### src/rtl/score_digit_sequencer.sv
// Converts the game score into committed hundreds/tens/ones digit indices once per frame.
// Latency: the commit edge is E0+H+T+3 after the frame_start sampling edge E0, so 3..21 edges.
// Backpressure: none. frame_start is ignored unless idle, and committed outputs hold between commits.
module score_digit_sequencer #(
  parameter int SCORE_WIDTH = 32,
  parameter int MAX_DISPLAY = 999
) (
  input  logic                   clk,
  input  logic                   reset,
  input  logic [SCORE_WIDTH-1:0] score,
  input  logic                   frame_start,
  output logic [3:0]             hundreds,
  output logic [3:0]             tens,
  output logic [3:0]             ones,
  output logic                   show_hundreds,
  output logic                   show_tens,
  output logic                   overflow,
  output logic                   busy,
  output logic                   update_done
);

  // The saturation limit is used at full score width for the compare and at 10 bits as a remainder.
  localparam logic [SCORE_WIDTH-1:0] MAX_FULL = SCORE_WIDTH'(MAX_DISPLAY);
  localparam logic [9:0]             MAX_REM  = 10'(MAX_DISPLAY);

  typedef enum logic [1:0] {
    IDLE      = 2'd0,
    LOAD_HUND = 2'd1,
    TENS      = 2'd2,
    COMMIT    = 2'd3
  } state_t;

  state_t     state_q, state_d;
  logic [9:0] rem_q, rem_d;
  logic [3:0] h_work_q, h_work_d;
  logic [3:0] t_work_q, t_work_d;
  logic       ovf_work_q, ovf_work_d;

  logic [3:0] hundreds_q, hundreds_d;
  logic [3:0] tens_q, tens_d;
  logic [3:0] ones_q, ones_d;
  logic       show_hundreds_q, show_hundreds_d;
  logic       show_tens_q, show_tens_d;
  logic       overflow_q, overflow_d;
  logic       busy_q, busy_d;
  logic       update_done_q, update_done_d;

  // Next-state and datapath: digits are found by repeated subtraction, one step per cycle.
  always_comb begin
    state_d         = state_q;
    rem_d           = rem_q;
    h_work_d        = h_work_q;
    t_work_d        = t_work_q;
    ovf_work_d      = ovf_work_q;
    hundreds_d      = hundreds_q;
    tens_d          = tens_q;
    ones_d          = ones_q;
    show_hundreds_d = show_hundreds_q;
    show_tens_d     = show_tens_q;
    overflow_d      = overflow_q;
    update_done_d   = 1'b0;

    case (state_q)
      IDLE: begin
        if (frame_start) begin
          // Score is sampled only here; later changes cannot disturb the conversion.
          if (score > MAX_FULL) begin
            rem_d      = MAX_REM;
            ovf_work_d = 1'b1;
          end else begin
            rem_d      = score[9:0];
            ovf_work_d = 1'b0;
          end
          h_work_d = 4'd0;
          t_work_d = 4'd0;
          state_d  = LOAD_HUND;
        end
      end
      LOAD_HUND: begin
        if (rem_q >= 10'd100) begin
          rem_d    = rem_q - 10'd100;
          h_work_d = h_work_q + 4'd1;
        end else begin
          state_d = TENS;
        end
      end
      TENS: begin
        if (rem_q >= 10'd10) begin
          rem_d    = rem_q - 10'd10;
          t_work_d = t_work_q + 4'd1;
        end else begin
          state_d = COMMIT;
        end
      end
      COMMIT: begin
        // Whole digit set moves at once so the renderer never sees a mixed frame.
        hundreds_d      = h_work_q;
        tens_d          = t_work_q;
        ones_d          = rem_q[3:0];
        overflow_d      = ovf_work_q;
        show_hundreds_d = (h_work_q != 4'd0);
        show_tens_d     = (h_work_q != 4'd0) || (t_work_q != 4'd0);
        update_done_d   = 1'b1;
        state_d         = IDLE;
      end
      default: begin
        state_d = IDLE;
      end
    endcase

    busy_d = (state_d != IDLE);
  end

  // State, working registers and committed outputs; reset aborts any conversion in flight.
  always_ff @(posedge clk or posedge reset) begin
    if (reset) begin
      state_q         <= IDLE;
      rem_q           <= 10'd0;
      h_work_q        <= 4'd0;
      t_work_q        <= 4'd0;
      ovf_work_q      <= 1'b0;
      hundreds_q      <= 4'd0;
      tens_q          <= 4'd0;
      ones_q          <= 4'd0;
      show_hundreds_q <= 1'b0;
      show_tens_q     <= 1'b0;
      overflow_q      <= 1'b0;
      busy_q          <= 1'b0;
      update_done_q   <= 1'b0;
    end else begin
      state_q         <= state_d;
      rem_q           <= rem_d;
      h_work_q        <= h_work_d;
      t_work_q        <= t_work_d;
      ovf_work_q      <= ovf_work_d;
      hundreds_q      <= hundreds_d;
      tens_q          <= tens_d;
      ones_q          <= ones_d;
      show_hundreds_q <= show_hundreds_d;
      show_tens_q     <= show_tens_d;
      overflow_q      <= overflow_d;
      busy_q          <= busy_d;
      update_done_q   <= update_done_d;
    end
  end

  assign hundreds      = hundreds_q;
  assign tens          = tens_q;
  assign ones          = ones_q;
  assign show_hundreds = show_hundreds_q;
  assign show_tens     = show_tens_q;
  assign overflow      = overflow_q;
  assign busy          = busy_q;
  assign update_done   = update_done_q;

endmodule

### config.mk
export PLATFORM = sky130hd
export DESIGN_NAME = score_digit_sequencer
export DESIGN_NICKNAME = d
export VERILOG_FILES = /design/src/rtl/score_digit_sequencer.sv
export SDC_FILE = /design/constraint.sdc
export NUM_CORES = 1
export LEC_CHECK = 0
export BUFFER_PORTS_ARGS = -buffer_cell sky130_fd_sc_hd__buf_2
export CORE_UTILIZATION = 30
export CTS_BUF_LIST = sky130_fd_sc_hd__clkbuf_2
export CTS_CLUSTER_SIZE = 8
export DETAILED_ROUTE_END_ITERATION = 8
export SKIP_LAST_GASP = 1
export SLEW_MARGIN = 20
export SYNTH_ARGS = -nofsm -noshare
export SYNTH_HDL_FRONTEND = slang
export SYNTH_SLANG_ARGS = --single-unit
### constraint.sdc
create_clock -name clk -period 2.8 [get_ports clk]
set_input_delay 0 -clock clk [delete_from_list [all_inputs] [get_ports clk]]
set_output_delay 0 -clock clk [all_outputs]
set_load 0.01 [all_outputs]
## Word level (Yosys, flattened, before mapping)

Index checks and enable logic that the tools add are counted.

| storage, ports and cells | value |
|---|---|
| flip-flop bits (word level) | 38 |
| bits in latches | 0 |
| bits in writable memories | 0 |
| ROM bits | 0 |
| input port bits | 35 |
| output and inout bits | 17 |
| memories kept | 0 |

| operators by class | value |
|---|---|
| add/sub/neg operators | 4 |
| $mul | 0 |
| divide/modulo/power cells | 0 |
| $lt $le $gt $ge | 3 |
| eq/ne operators | 6 |
| shifts and indexed selects | 0 |
| mux-type cells | 16 |
| bitwise gates (word level) | 0 |
| reductions and logical operators | 12 |

Operators by type and width:

| kind | count |
|---|---|
| 10-bit 2-to-1 mux | 4 |
| 32-bit by 10-bit > comparator with 1-bit output, second input constant | 1 |
| 10-bit one-hot mux with 3 select lines | 1 |
| 4-bit one-hot mux with 2 select lines | 2 |
| 4-bit 2-to-1 mux | 3 |
| 10-bit by 4-bit >= comparator with 1-bit output, second input constant | 1 |
| 10-bit by 7-bit >= comparator with 1-bit output, second input constant | 1 |
| 10-bit by 4-bit subtractor with 10-bit output, second input constant | 1 |
| 10-bit by 7-bit subtractor with 10-bit output, second input constant | 1 |
| 4-bit by 1-bit adder with 4-bit output, second input constant | 2 |
| 2-bit one-hot mux with 4 select lines | 1 |
| 4-bit nonzero test | 2 |
| 2-bit 2-to-1 mux | 3 |
| 2-bit inequality test, second input constant | 3 |
| 3-bit AND reduction | 2 |
| 2-bit nonzero test | 3 |
| 2-bit == test, second input constant | 2 |
| 4-bit AND reduction | 1 |
| 3-bit nonzero test | 1 |
| 2-bit by 1-bit == test with 1-bit output, second input constant | 1 |
| 2-bit logical NOT | 1 |
| 1-bit 2-to-1 mux | 2 |
| 2-bit AND reduction | 1 |
| 1-bit logical OR | 1 |

## Logic depth before layout (Yosys ltp)

| logic depth | value |
|---|---|
| depth in word-level cells | 4 |
| mapped depth | 9 |

## Worst setup path after synthesis

No wires, ideal clock.

| timing | value |
|---|---|
| kind | register to register |
| start | register state_q[0] |
| end | register rem_q[3] |
| library setup time | 0.124 ns |
| data arrival time | 2.010 ns |
| slack | 0.666 ns |
| cell stages (with the launch flop) | 10 |
| path buffers | 2 |
| period minus slack after synthesis | 2.134 ns |
| cell sequence | dfrtp_1 > inv_1 > ha_1 > clkbuf_1 > inv_1 > or4_4 > o211ai_4 > buf_6 > nand2_1 > o31a_1 |

| on the way | value |
|---|---|
| cells in the longest elaborated chain, start to end | 3 |

Ends and longest elaborated chain:

| what | line | text |
|---|---|---|
| start: declaration | 33 | `state_t state_q, state_d;` |
| start signal: assignment | 131 | `state_q <= state_d;` |
| 2-bit == test (tied with other cells) | 63 | `case (state_q)` |
| 2-bit inequality test (no line) or 3-bit nonzero test (tied branches) | -- |  |
| 4-bit AND reduction (no line) | -- |  |
| end signal: assignment | 132 | `rem_q <= rem_d;` |
| end: declaration | 34 | `logic [9:0] rem_q, rem_d;` |

Parallel ways exist; a longest one is shown, timed or not.
A chain may end at the register's enable or synchronous reset.

## Worst setup path after layout

| timing | value |
|---|---|
| start | register rem_q[2] |
| end | register rem_q[9] |

| on the way | value |
|---|---|
| cells in the longest elaborated chain, start to end | 3 |

Ends and longest elaborated chain:

| what | line | text |
|---|---|---|
| 10-bit by 4-bit subtractor with 10-bit output (tied with other cells) | 89 | `rem_d = rem_q - 10'd10;` |
| 10-bit 2-to-1 mux (tied with other cells) | 88 | `if (rem_q >= 10'd10) begin` |
| 10-bit one-hot mux with 3 select lines or 4-bit AND reduction (tied branches) | -- |  |

Parallel ways exist; a longest one is shown, timed or not. The select of a mux whose other input is x is not followed.

==> flow_summary.rst <==
.. list-table::
   :header-rows: 1

   * - Metric
     - Value
   * - TNS Setup
     - 0 ps
   * - Global routing usage summed across all routing layers
     - 0.148
   * - # setup viols final
     - 0
   * - Slew @ Worst Pin
     - 843 ps
   * - Drt drc
     - 0
   * - Required time worst endpoint
     - 3120 ps
   * - Slowest cell on the critical path
     - sky130_fd_sc_hd__dfrtp_1
   * - Clock tree from TritonCTS
     - built
   * - Site row count
     - 31
   * - Vias in the first global route
     - 2,089
   * - CTS H-tree lvls
     - 2
   * - Worst-skew pair later-pin latency
     - 400 ps
   * - Remaining antenna violation count after routing
     - 0
   * - Via-per-instance ratio
     - 5.00
   * - Critical path cell sequence
     - inv_1 -> ha_1 -> a21o_1 -> or4_4 -> o211ai_4 -> inv_2 -> a32o_1
   * - Buffer levels on the longest clock path
     - 2
   * - IO Count
     - 52
   * - Iteration-0 DRC count of the detailed router
     - 70
   * - Net count of the mapped netlist
     - 291
   * - Register clock-pin slew on the reported worst setup and hold paths
     - 190 ps
   * - Core Footprint
     - 7410 um2
   * - Commonest register cell after synthesis
     - sky130_fd_sc_hd__dfrtp_1
   * - Largest driver fanout on the critical path
     - 15
   * - Placer Congestion
     - 0.857
   * - Sum of routed wire length over all layers
     - 5.55 mm
   * - Count of port buffers added during placement
     - 51
   * - Final WS setup
     - 554 ps
   * - Synth warnings
     - 0
   * - Tmin final
     - 2250 ps
   * - Area occupied by multi-input gates
     - 1250 um2
   * - Layout cells sized above 1
     - 0.277
   * - Final net count
     - 351
   * - Power density over cell area
     - 915 nW/um2
   * - Filler cells
     - 786
   * - Worst EP arrival
     - 2560 ps
   * - Die span in x
     - 90.4 um
   * - Antenna violations before repair
     - 0
   * - Hold violation total from the final report
     - 0
   * - Post-synthesis async set-or-reset flop share
     - 1.00
   * - Num CTS Buffers
     - 5
   * - First-pass GRT wire length
     - 9.85 mm
   * - Average footprint of a synthesized cell
     - 9.69 um2
   * - Placed Instances
     - 383
   * - Fin crit share
     - 0.802
   * - Final clock skew
     - 10.3 ps
   * - Number of clock sinks
     - 38
   * - Number of flops mapped to enable cells by yosys
     - 0
   * - Sequential area share after synthesis
     - 0.406
   * - Number of cells in the finished layout apart from fillers
     - 402
   * - Area Growth Syn to Fin
     - 20.7%
   * - HP Class
     - in -> reg
   * - GR met3 Demand/Resource
     - 0.0328
   * - Headroom to the max-slew limit
     - 0.437
   * - Kind of end point of the critical path
     - register
   * - Worst setup slack before clock tree synthesis
     - 596 ps
   * - Run status
     - complete, no violations
   * - Nature of the critical path startpoint
     - register
   * - Number of violations of the max-capacitance limit
     - 0
   * - FMAX
     - 445 MHz
   * - Routed vias
     - 2,008
   * - Layer carrying the most global-route usage
     - met2
   * - Met2 capacity usage during global routing
     - 0.244
   * - Unrepaired setup endpoints after global routing
     - false
   * - Maximum number of pins on one net before global-route repair
     - 23
   * - Crit-path max cell delay
     - 530 ps
   * - Final HPWL DP
     - 4.16 mm
   * - Synth Register Bits
     - 38
   * - Type of the worst setup path
     - reg -> reg
   * - Die area
     - 8170 um2
   * - Sequential cell area
     - 951 um2
   * - Initial Util
     - 0.317
   * - Clk root buf
     - sky130_fd_sc_hd__clkbuf_2
   * - Total leakage power
     - 1.33 nW
   * - Max-slew violation count
     - 0
   * - Netlist area before placement
     - 2340 um2
   * - Total congestion overflow
     - 0
   * - Per-cell routed wire length
     - 13.8 um
   * - Number of different library cells in the post-synthesis netlist
     - 49
   * - Max VDD drop
     - 295 uV
   * - Synthesized instance count
     - 242
   * - First-pass iteration count of the detailed router
     - 6
   * - Die height
     - 90.4 um
   * - ANT cells
     - 0
   * - Register-to-register setup slack
     - 550 ps
   * - Routing usage on met1
     - 0.193
   * - Number of gates resized after CTS
     - 0
what timing repair did:
action / 4_1_cts / 5_1_grt
buffers inserted: 0 / 0
endpoints found under the hold margin: 32 / 0
hold buffers: 11 / 0
setup endpoints to repair: 0 / 0
layout by cell type (no fill, tap or decap), drive strengths merged, types with 4 or more instances in the layout:
cell type	count
a21o	5
a21oi	6
buf	56
clkbuf	5
dfrtp	38
dlygate4sd3	11
ha	14
inv	17
mux2	15
nand2	21
nor2	14
nor3	10
nor3b	5
nor4	6
o21ai	18
o31ai	5
or3	4
xnor2	4
routing by layer:
layer / wire length (um) / up-vias
met4: 53 / 0
li1: - / 1000
met2: 2660 / 39
met3: 189 / 6
met1: 2640 / 963
met5: 0 / -
per-stage QoR:
stage / total power [mW] / area (um2) / utilization / hold slack, ps
2_1_floorplan: 2.01 / 2340 / - / 182
3_3_place_gp: 2.32 / 2680 / 0.362 / 210
3_5_place_dp: 2.34 / 2680 / 0.362 / 223
4_1_cts: 2.61 / 2830 / 0.382 / 90.3
5_1_grt: 2.85 / 2830 / 0.382 / 103
6_report: 2.59 / 2830 / 0.382 / 96.1
worst max-delay path: cells and delay by family, from the launching register on:
family,cells,cell delay (ps)
compound gates,3,720
fa+ha+maj,1,240
buf+inv,2,190
flops,1,530
simple gates,1,490
where the power goes:
part | total [mW] | internal (mW) | switching [mW] | leakage [nW]
Clock | 0.249 | 0.0569 | 0.192 | 0.0264
Combinational | 1.40 | 0.628 | 0.775 | 0.823
Sequential | 0.938 | 0.729 | 0.209 | 0.484
Total | 2.59 | 1.41 | 1.18 | 1.33
cell type report:
type                       instances  share of cell area
multi-input combinational        173               0.441
sequential                        38               0.336
timing repair buffer              67               0.142
tap                               99              0.0438
inverter                          17              0.0225
clock buffer                       5             0.00884
clock inverter                     3             0.00575
state kept, by name, indices dropped and copies added, names as in the netlist:
name / flops
ones: 4
show_hundreds: 1
show_tens: 1
overflow: 1
hundreds: 4
t_work_q: 4
state_q: 2
busy: 1
update_done: 1
tens: 4
h_work_q: 4
rem_q: 10
ovf_work_q: 1
kinds of logic after synthesis:
logic type               count (synthesis)  share of synthesized area
AO/OA/AOI/OAI                           62                      0.192
flip-flops                              38                      0.406
AND/OR/NAND/NOR                         73                      0.158
XOR/XNOR                                 6                     0.0224
adder cells (fa/ha/maj)                 14                     0.0747
buffers and inverters                   31                     0.0624
multiplexers                            18                     0.0848
synth_stat cells (3+ instances only):
cell | n | area share
sky130_fd_sc_hd__o31ai_1 | 5 | 0.016
sky130_fd_sc_hd__xnor2_1 | 4 | 0.015
sky130_fd_sc_hd__nor3b_1 | 5 | 0.016
sky130_fd_sc_hd__nor2b_1 | 3 | 0.0080
sky130_fd_sc_hd__o22ai_1 | 3 | 0.0080
sky130_fd_sc_hd__o21ai_1 | 3 | 0.0064
sky130_fd_sc_hd__a21oi_1 | 6 | 0.013
sky130_fd_sc_hd__ha_1 | 14 | 0.075
sky130_fd_sc_hd__buf_6 | 4 | 0.019
sky130_fd_sc_hd__o21ai_0 | 15 | 0.032
sky130_fd_sc_hd__inv_1 | 16 | 0.026
sky130_fd_sc_hd__clkbuf_1 | 9 | 0.014
sky130_fd_sc_hd__nor2_1 | 14 | 0.022
sky130_fd_sc_hd__nand2_1 | 21 | 0.034
sky130_fd_sc_hd__nor3_1 | 10 | 0.021
sky130_fd_sc_hd__a221oi_1 | 3 | 0.011
sky130_fd_sc_hd__nor4_1 | 6 | 0.016
sky130_fd_sc_hd__o221ai_1 | 3 | 0.011
sky130_fd_sc_hd__a21o_1 | 5 | 0.016
sky130_fd_sc_hd__mux2_2 | 15 | 0.072
sky130_fd_sc_hd__mux2i_1 | 3 | 0.013
sky130_fd_sc_hd__or3_1 | 3 | 0.0080
sky130_fd_sc_hd__dfrtp_1 | 38 | 0.41
final timing paths:
| check | to | cells after the start | startpoint |
|---|---|---|---|
| setup / recovery | rem_q[9] | 7 | rem_q[2] |
| hold / removal | rem_q[3] | 3 | score[3] |
| setup reg to reg | rem_q[9] | 7 | rem_q[2] |
| hold reg to reg | overflow | 1 | ovf_work_q |
| max in group asynchronous | rem_q[9] | 4 | reset |
| min in group asynchronous | show_hundreds | 3 | reset |
No activity file was read; power rests on OpenSTA's default activity.
